`src/rtl/mem_access_unit.sv`:
```
// mem_access_unit
//   MEM-stage data-memory access unit. Turns EX/MEM load/store controls into a
//   req/ack data-bus transaction, forms byte enables and replicated store data,
//   extends load data for MEM/WB, stalls the pipeline while an access is
//   outstanding and flags misaligned/illegal and timed-out accesses.
// Ports
//   clk, reset_n                   clock (rising edge), async active-low reset
//   mem_valid_i/mem_rd_i/mem_wr_i  EX/MEM valid, load, store
//   funct3_i, addr_i, wr_data_i    access size/sign, byte address, store data
//   mem_rd_data_o                  extended load data to MEM/WB
//   stall_o                        hold upstream pipeline registers
//   addr_err_o                     misaligned/illegal access (no bus cycle)
//   bus_err_o                      one-cycle pulse when an access timed out
//   bus_req_o/we/addr/be/wdata     data-bus request side
//   bus_rdata_i, bus_ack_i         data-bus response side
module mem_access_unit #(
  parameter int TIMEOUT_CYCLES = 255,
  parameter int CNT_W          = 8
) (
  input  logic        clk,
  input  logic        reset_n,
  input  logic        mem_valid_i,
  input  logic        mem_rd_i,
  input  logic        mem_wr_i,
  input  logic [2:0]  funct3_i,
  input  logic [31:0] addr_i,
  input  logic [31:0] wr_data_i,
  output logic [31:0] mem_rd_data_o,
  output logic        stall_o,
  output logic        addr_err_o,
  output logic        bus_err_o,
  output logic        bus_req_o,
  output logic        bus_we_o,
  output logic [31:0] bus_addr_o,
  output logic [3:0]  bus_be_o,
  output logic [31:0] bus_wdata_o,
  input  logic [31:0] bus_rdata_i,
  input  logic        bus_ack_i
);

  typedef enum logic [1:0] {IDLE = 2'd0, BUSY = 2'd1, DONE = 2'd2} state_t;

  localparam int TO_LAST_INT = (TIMEOUT_CYCLES > 0) ? TIMEOUT_CYCLES - 1 : 0;
  localparam logic [CNT_W-1:0] TO_LAST = CNT_W'(TO_LAST_INT);

  state_t            state_reg, state_next;
  logic [CNT_W-1:0]  cnt_reg;
  logic              we_reg;
  logic [31:0]       addr_reg;
  logic [3:0]        be_reg;
  logic [31:0]       wdata_reg;
  logic [2:0]        funct3_reg;
  logic [1:0]        lane_reg;
  logic [31:0]       rd_data_reg;
  logic              err_reg;

  logic        in_idle, in_busy;
  logic        legal_f3, aligned, start, timeout_hit;
  logic [3:0]  be_next;
  logic [31:0] wdata_next;
  logic [31:0] byte_rep, half_rep;

  // Lane replication of store data so any byte/half lane sees the operand.
  for (genvar gi = 0; gi < 4; gi++) begin : g_byte_rep
    assign byte_rep[gi*8 +: 8] = wr_data_i[7:0];
  end
  for (genvar gi = 0; gi < 2; gi++) begin : g_half_rep
    assign half_rep[gi*16 +: 16] = wr_data_i[15:0];
  end

  // Select the addressed lane and sign/zero-extend it (funct3[2] = unsigned).
  function automatic logic [31:0] extend_load(input logic [2:0] f3,
                                              input logic [1:0] lane,
                                              input logic [31:0] d);
    logic [7:0]  b;
    logic [15:0] h;
    logic [31:0] r;
    case (lane)
      2'd0:    b = d[7:0];
      2'd1:    b = d[15:8];
      2'd2:    b = d[23:16];
      default: b = d[31:24];
    endcase
    h = lane[1] ? d[31:16] : d[15:0];
    case (f3[1:0])
      2'b00:   r = f3[2] ? {24'd0, b} : {{24{b[7]}}, b};
      2'b01:   r = f3[2] ? {16'd0, h} : {{16{h[15]}}, h};
      default: r = d;
    endcase
    return r;
  endfunction

  always_comb begin
    in_idle  = (state_reg == IDLE);
    in_busy  = (state_reg == BUSY);
    legal_f3 = !((funct3_i == 3'b011) || (funct3_i == 3'b110) || (funct3_i == 3'b111));
    case (funct3_i[1:0])
      2'b01:   aligned = !addr_i[0];
      2'b10:   aligned = (addr_i[1:0] == 2'b00);
      default: aligned = 1'b1;
    endcase
    // reset_n gates the combinational outputs so every output is 0 while in reset.
    start      = reset_n & in_idle & mem_valid_i & (mem_rd_i ^ mem_wr_i) & aligned & legal_f3;
    addr_err_o = reset_n & in_idle & mem_valid_i & (mem_rd_i | mem_wr_i) & !start;
    timeout_hit = (TIMEOUT_CYCLES != 0) && (cnt_reg == TO_LAST) && !bus_ack_i;

    case (funct3_i[1:0])
      2'b00: begin
        be_next    = 4'b0001 << addr_i[1:0];
        wdata_next = byte_rep;
      end
      2'b01: begin
        be_next    = addr_i[1] ? 4'b1100 : 4'b0011;
        wdata_next = half_rep;
      end
      default: begin
        be_next    = 4'b1111;
        wdata_next = wr_data_i;
      end
    endcase
  end

  always_comb begin
    state_next = state_reg;
    case (state_reg)
      IDLE:    if (start) state_next = BUSY;
      BUSY:    if (bus_ack_i || timeout_hit) state_next = DONE;
      DONE:    state_next = IDLE;  // never re-issue a held instruction
      default: state_next = IDLE;
    endcase
  end

  always_ff @(posedge clk or negedge reset_n) begin
    if (!reset_n) begin
      state_reg   <= IDLE;
      cnt_reg     <= '0;
      we_reg      <= 1'b0;
      addr_reg    <= '0;
      be_reg      <= '0;
      wdata_reg   <= '0;
      funct3_reg  <= '0;
      lane_reg    <= '0;
      rd_data_reg <= '0;
      err_reg     <= 1'b0;
    end else begin
      state_reg <= state_next;
      // timeout_hit already excludes ack, so ack on the last cycle wins.
      err_reg   <= in_busy && timeout_hit;
      if (start) begin
        we_reg     <= mem_wr_i;
        addr_reg   <= {addr_i[31:2], 2'b00};
        be_reg     <= be_next;
        wdata_reg  <= wdata_next;
        funct3_reg <= funct3_i;
        lane_reg   <= addr_i[1:0];
        cnt_reg    <= '0;
      end else if (in_busy) begin
        cnt_reg <= cnt_reg + CNT_W'(1);
      end
      if (in_busy) begin
        if (bus_ack_i) begin
          if (!we_reg) rd_data_reg <= extend_load(funct3_reg, lane_reg, bus_rdata_i);
        end else if (timeout_hit) begin
          rd_data_reg <= '0;
        end
      end
    end
  end

  assign stall_o       = start | in_busy;
  assign bus_req_o     = in_busy;
  assign bus_err_o     = err_reg;
  assign bus_we_o      = we_reg;
  assign bus_addr_o    = addr_reg;
  assign bus_be_o      = be_reg;
  assign bus_wdata_o   = wdata_reg;
  assign mem_rd_data_o = rd_data_reg;

endmodule

```
`config.mk`:
```
export PLATFORM = sky130hd
export DESIGN_NAME = mem_access_unit
export DESIGN_NICKNAME = d
export VERILOG_FILES = /design/src/rtl/mem_access_unit.sv
export SDC_FILE = /design/constraint.sdc
export NUM_CORES = 1
export LEC_CHECK = 0
export ABC_AREA = 1
export BUFFER_PORTS_ARGS = -buffer_cell sky130_fd_sc_hd__buf_2
export CORE_AREA = 4 4 132 96
export CTS_BUF_LIST = sky130_fd_sc_hd__clkbuf_16
export DETAILED_ROUTE_END_ITERATION = 7
export DIE_AREA = 0 0 136 100
export PLACE_DENSITY = 0.8
export REMOVE_ABC_BUFFERS = 1
export SLEW_MARGIN = 20
export SYNTH_ARGS = -nofsm -noshare
export SYNTH_HDL_FRONTEND = slang
export SYNTH_SLANG_ARGS = --single-unit
```
`constraint.sdc`:
```
create_clock -name clk -period 1.7 [get_ports clk]
set_input_delay 0.34 -clock clk [delete_from_list [all_inputs] [get_ports clk]]
set_output_delay 0.34 -clock clk [all_outputs]
set_load 0.005 [all_outputs]
```
# == Yosys cells after proc, flatten, opt, wreduce, memory -nomap -nowiden ==
# Index checks and enable logic that the tools add are counted.
# classes
n_addsub,1
eq_ne,13
n_shift,1
mux,17
n_bitwise,10
reduce_logical,18
# ops
operator,count
32-bit 2-to-1 mux,5
32-bit one-hot mux with 2 select lines,2
8-bit one-hot mux with 3 select lines,1
16-bit 2-to-1 mux,1
8-bit 2-to-1 mux,2
2-bit zero test,5
8-bit by 1-bit adder with 8-bit output (second input constant),1
2-bit by 1-bit == test with 1-bit output (second input constant),4
8-bit == test (second input constant),1
4-bit one-hot mux with 2 select lines,1
1-bit bitwise AND,7
3-bit == test (second input constant),2
2-bit == test (second input constant),2
1-bit zero test,4
2-bit 2-to-1 mux,2
4-bit 2-to-1 mux,1
2-bit by 1-bit != test with 1-bit output (second input constant),2
2-bit one-hot mux with 2 select lines,1
2-bit nonzero test,2
1-bit by 2-bit left shift with 4-bit output (first input constant),1
3-bit by 2-bit == test with 1-bit output (second input constant),1
1-bit logical OR,3
3-bit AND reduction,1
1-bit logical AND,2
5 further kinds,6
# word_totals
register_bits,115
in_bits,105
output_inout_bits,105
wordCells,70

# == Depth between registers and ports, before layout ==
# depth
word_depth,8
mapped_depth,10
mapped_depth_nobuf,9

# == Least setup slack after synthesis ==
# Ideal clock, no wire load.
# synth_timing
path_type,input port to output port
start,input funct3_i[1]
end,output addr_err_o
arrival_ns,1.373
required_time_ns,1.360
setup_slack_ns,-0.013
stages,9
n_path_buf,2
path_cell_list,inv_1 -> ha_1 -> buf_4 -> a21oi_1 -> o21ai_1 -> nand2_2 -> inv_2 -> buf_2 -> nor3_1
# synth_between
elab_chain_cells,7
word_cells_on_any_way,13
cone_classes,eq/ne (5); mux (1); bitwise (3); reduce/logical (4)
# synth_rtl
item,line,text
"start, declared",25,"input logic [2:0] funct3_i,"
branches (longest 4 deep; another with 2-bit == test),--,
1-bit bitwise AND *,103,start = reset_n & in_idle & mem_valid_i & (mem_rd_i ^ mem_wr_i) & aligned & legal_f3;
1-bit zero test *,104,addr_err_o = reset_n & in_idle & mem_valid_i & (mem_rd_i | mem_wr_i) & !start;
1-bit bitwise AND *,104,
"end, declared",30,"output logic addr_err_o,"
# Mark *: on every way between the ends.

# == Worst setup path in the final report ==
# layout_timing
start,register state_reg[0]
end,output addr_err_o
# layout_between
elab_chain_cells,8
word_cells_on_any_way,9
cone_classes,bitwise (7); reduce/logical (2)
# layout_rtl
item,line,text
"start, declared",46,"state_t state_reg, state_next;"
"start signal, assigned",146,state_reg <= state_next;
2-bit zero test *,94,in_idle = (state_reg == IDLE);
1-bit bitwise AND * (2 in series),"103, 104",
1-bit bitwise AND (3 in series),103,
1-bit zero test,104,
1-bit bitwise AND *,104,
# Mark *: on every way between the ends. The rest lies on a longest branch, timed or not.

==> flow_summary.json <==
{
  "status": "finished, violations left",
  "violations": "negative setup slack",
  "hold_path_class": "in -> async",
  "power.leakage_nw": 4.32,
  "place_area_um2": 6810,
  "die_area_um2": 13600,
  "io_buffer_count": 207,
  "synth-seq-area-share": 0.513,
  "final_cell_mix": "nand2_1, buf_2, dfrtp_1",
  "fp-row-count": 33,
  "drt-vias-per-instance": 4.95,
  "synth_fa_ha_area_frac": 0.0156,
  "antenna_cells": 0,
  "ir_drop_uv": 752,
  "clk_path_buf_depth": 2,
  "syn2layout_area_growth_pct": 34.0,
  "grt_util_all_layers": 0.236,
  "yosysUniqueCellTypes": 34,
  "vias": 5453,
  "synthMuxAreaShare": 0,
  "path_clk_slew_ns": 0.06,
  "grt-ovfl-total": 0,
  "dieHeight_um": 100,
  "slew_viol_final": 0,
  "wl_per_cell_um": 14.5,
  "route.antenna.remaining_nets": 0,
  "timing.hold.ws_ns": 0.00117,
  "place_ws_ns": -0.128,
  "clock-sinks": 115,
  "startpoint_type": "register",
  "initial_core_util": 0.490,
  "period_minus_slack_ns": 1.86,
  "power_density_nw_per_um2": 1460,
  "synth_area_um2": 5610,
  "hold_viol_final": 0,
  "grt_max_degree": 116,
  "dr.pass1.iters": 5,
  "drt_iter0_drc": 295,
  "drive_gt1_frac": 0.314,
  "placed_cells": 1059,
  "synth-compound-area-share": 0.112,
  "max_freq_ghz": 0.539,
  "grt_pass1_wl_um": 25400,
  "fin_crit_sh": 1.09,
  "setup_violations": 2,
  "layout.cells.non_filler": 1101,
  "gp_congestion": 0.868,
  "synthSimpleGateAreaFrac": 0.281,
  "wirelength_um": 16000,
  "synthXorXnorAreaFrac": 0.00469,
  "worst_slack_ns": -0.155,
  "finalClockSkew_ns": 0.00823,
  "critPathMaxFanout": 4,
  "synth_seq_cells": 115,
  "syn_inst": 712,
  "max_slew.worst_pin.slew_ns": 0.637,
  "grt_pass1_vias": 5142,
  "critPathKind": "reg -> out",
  "drcViolationCount": 0,
  "fillers": 963,
  "cap_viol_max_count": 0,
  "ios": 210,
  "core_area_um2": 11400,
  "htree_levels": 4,
  "avgSynthCellArea_um2": 7.88,
  "cts_root_buf": "clkbuf_16",
  "synth_top_family_by_area": "simple AND/OR/NAND/NOR gates",
  "relSlewSlack": 0.575,
  "die_x_um": 136,
  "dp_hpwl_um": 11000,
  "clkLatencyLatePin_ns": 0.41,
  "cp.arrival_ns": 1.52,
  "crit_path_end_kind": "output pin",
  "cts_made_buffers": 17,
  "yosysWarnings": 0,
  "required_ns": 1.36,
  "grt_antenna_before_repair": 0,
  "critical_path.top_delay_family": "simple AND/OR/NAND/NOR gates",
  "cp_num_buf_inv": 2,
  "crit_chain": "nor2_2 -> nand3_2 -> nor2_4 -> nand2_4 -> inv_4 -> nor3_2 -> buf_2",
  "crit_slowest_cell": "dfrtp_1",
  "rsz0062_at_grt": "true",
  "slowest_delay_ns": 0.40,
  "final_common_cell": "nand2_1",
  "tritoncts": "yes",
  "fin_nets": 1043,
  "fin_area_um2": 7510,
  "postLayoutCoreUtil": 0.657
}
[metrics by stage]
step / total power, mW / setup TNS [ns]
floorplan: 5.78 / -71.58
global placement: 7.33 / -0.770
detailed placement: 7.41 / -4.73
CTS: 11.0 / -0.210
global route: 11.7 / -0.957
finish: 10.9 / -0.288
[metal layers]
metal  up-vias  routed length (um)  GRT usage  part of all wire
li1       2681                   -          -                 -
met1      2522                6880      0.317              0.43
met2       227                7370      0.369              0.46
met3        23                1430     0.0777             0.089
met4         0                 279     0.0689             0.017
met5         -                   0          0                 0
[worst register-to-register path: cells and delay by family, from the launching register on]
kind	cells	cell delay, ns
compound gates	1	0.06
buf+inv	3	0.47
flops	1	0.40
simple gates	5	0.63
[synth_stat cells]
cell type / n / area share
a21oi_1: 40 / 0.036
a21oi_4: 1 / 0.0029
a22o_1: 6 / 0.0094
buf_2: 11 / 0.0098
buf_4: 11 / 0.015
buf_6: 7 / 0.014
clkbuf_1: 8 / 0.0054
clkinv_2: 1 / 0.00089
conb_1: 1 / 0.00067
dfrtp_1: 115 / 0.51
ha_1: 7 / 0.016
inv_1: 37 / 0.025
inv_2: 3 / 0.0020
inv_4: 1 / 0.0011
nand2_1: 327 / 0.22
nand2_2: 3 / 0.0033
nand3_1: 13 / 0.012
nand3_2: 1 / 0.0018
nand3_4: 2 / 0.0062
nand3b_1: 1 / 0.0013
nand3b_4: 1 / 0.0036
nor2_1: 35 / 0.023
nor2_2: 2 / 0.0022
nor2_4: 1 / 0.0020
nor3_1: 4 / 0.0036
nor3_2: 1 / 0.0018
nor3b_1: 1 / 0.0013
o211ai_1: 4 / 0.0054
o21a_2: 1 / 0.0016
o21ai_0: 35 / 0.031
o21ai_1: 26 / 0.023
o31ai_1: 2 / 0.0027
xnor2_1: 1 / 0.0016
xor2_1: 2 / 0.0031
[cell families after synthesis]
group           after synthesis
compound gates              115
fa+ha+maj                     7
simple gates                392
flops                       115
other cells                   1
xor+xnor                      3
buf+inv                      79
[final timing paths]
check | from | end | slack (ns) | cells after the start
worst max-delay path | state_reg[0] | addr_err_o | -0.16 | 7
worst min-delay path | reset_n | mem_rd_data_o[20] | 0.001 | 2
worst max register to register | state_reg[0] | bus_wdata_o[15] | 0.03 | 9
worst min register to register | mem_rd_data_o[6] | mem_rd_data_o[6] | 0.47 | 2
max in group asynchronous | reset_n | bus_wdata_o[1] | 1.18 | 2
min in group clk | addr_i[25] | bus_addr_o[25] | 0.12 | 3
[where the power goes]
part           internal [mW]  switching (mW)  total (mW)
Sequential              3.68           0.595        4.28
Clock                   2.17            1.33        3.49
Combinational           1.43            1.73        3.16
Total                   7.28            3.66        10.9
[what timing repair did]
action,4_1_cts,5_1_grt
resized for setup,5,9
cloned,0,1
setup buffers,6,3
hold buffers,0,0
pin swaps,4,3
endpoints found under the setup margin,2,15
[cell type report]
cell class | count | area, um^2 | area share
timing repair buffer | 235 | 1320 | 0.176
multi-input combinational | 520 | 2370 | 0.315
tap | 157 | 196 | 0.0261
inverter | 42 | 164 | 0.0218
clock buffer | 17 | 425 | 0.0566
sequential | 115 | 2880 | 0.383
clock inverter | 15 | 158 | 0.0210
No activity file was read; power rests on OpenSTA's default activity.
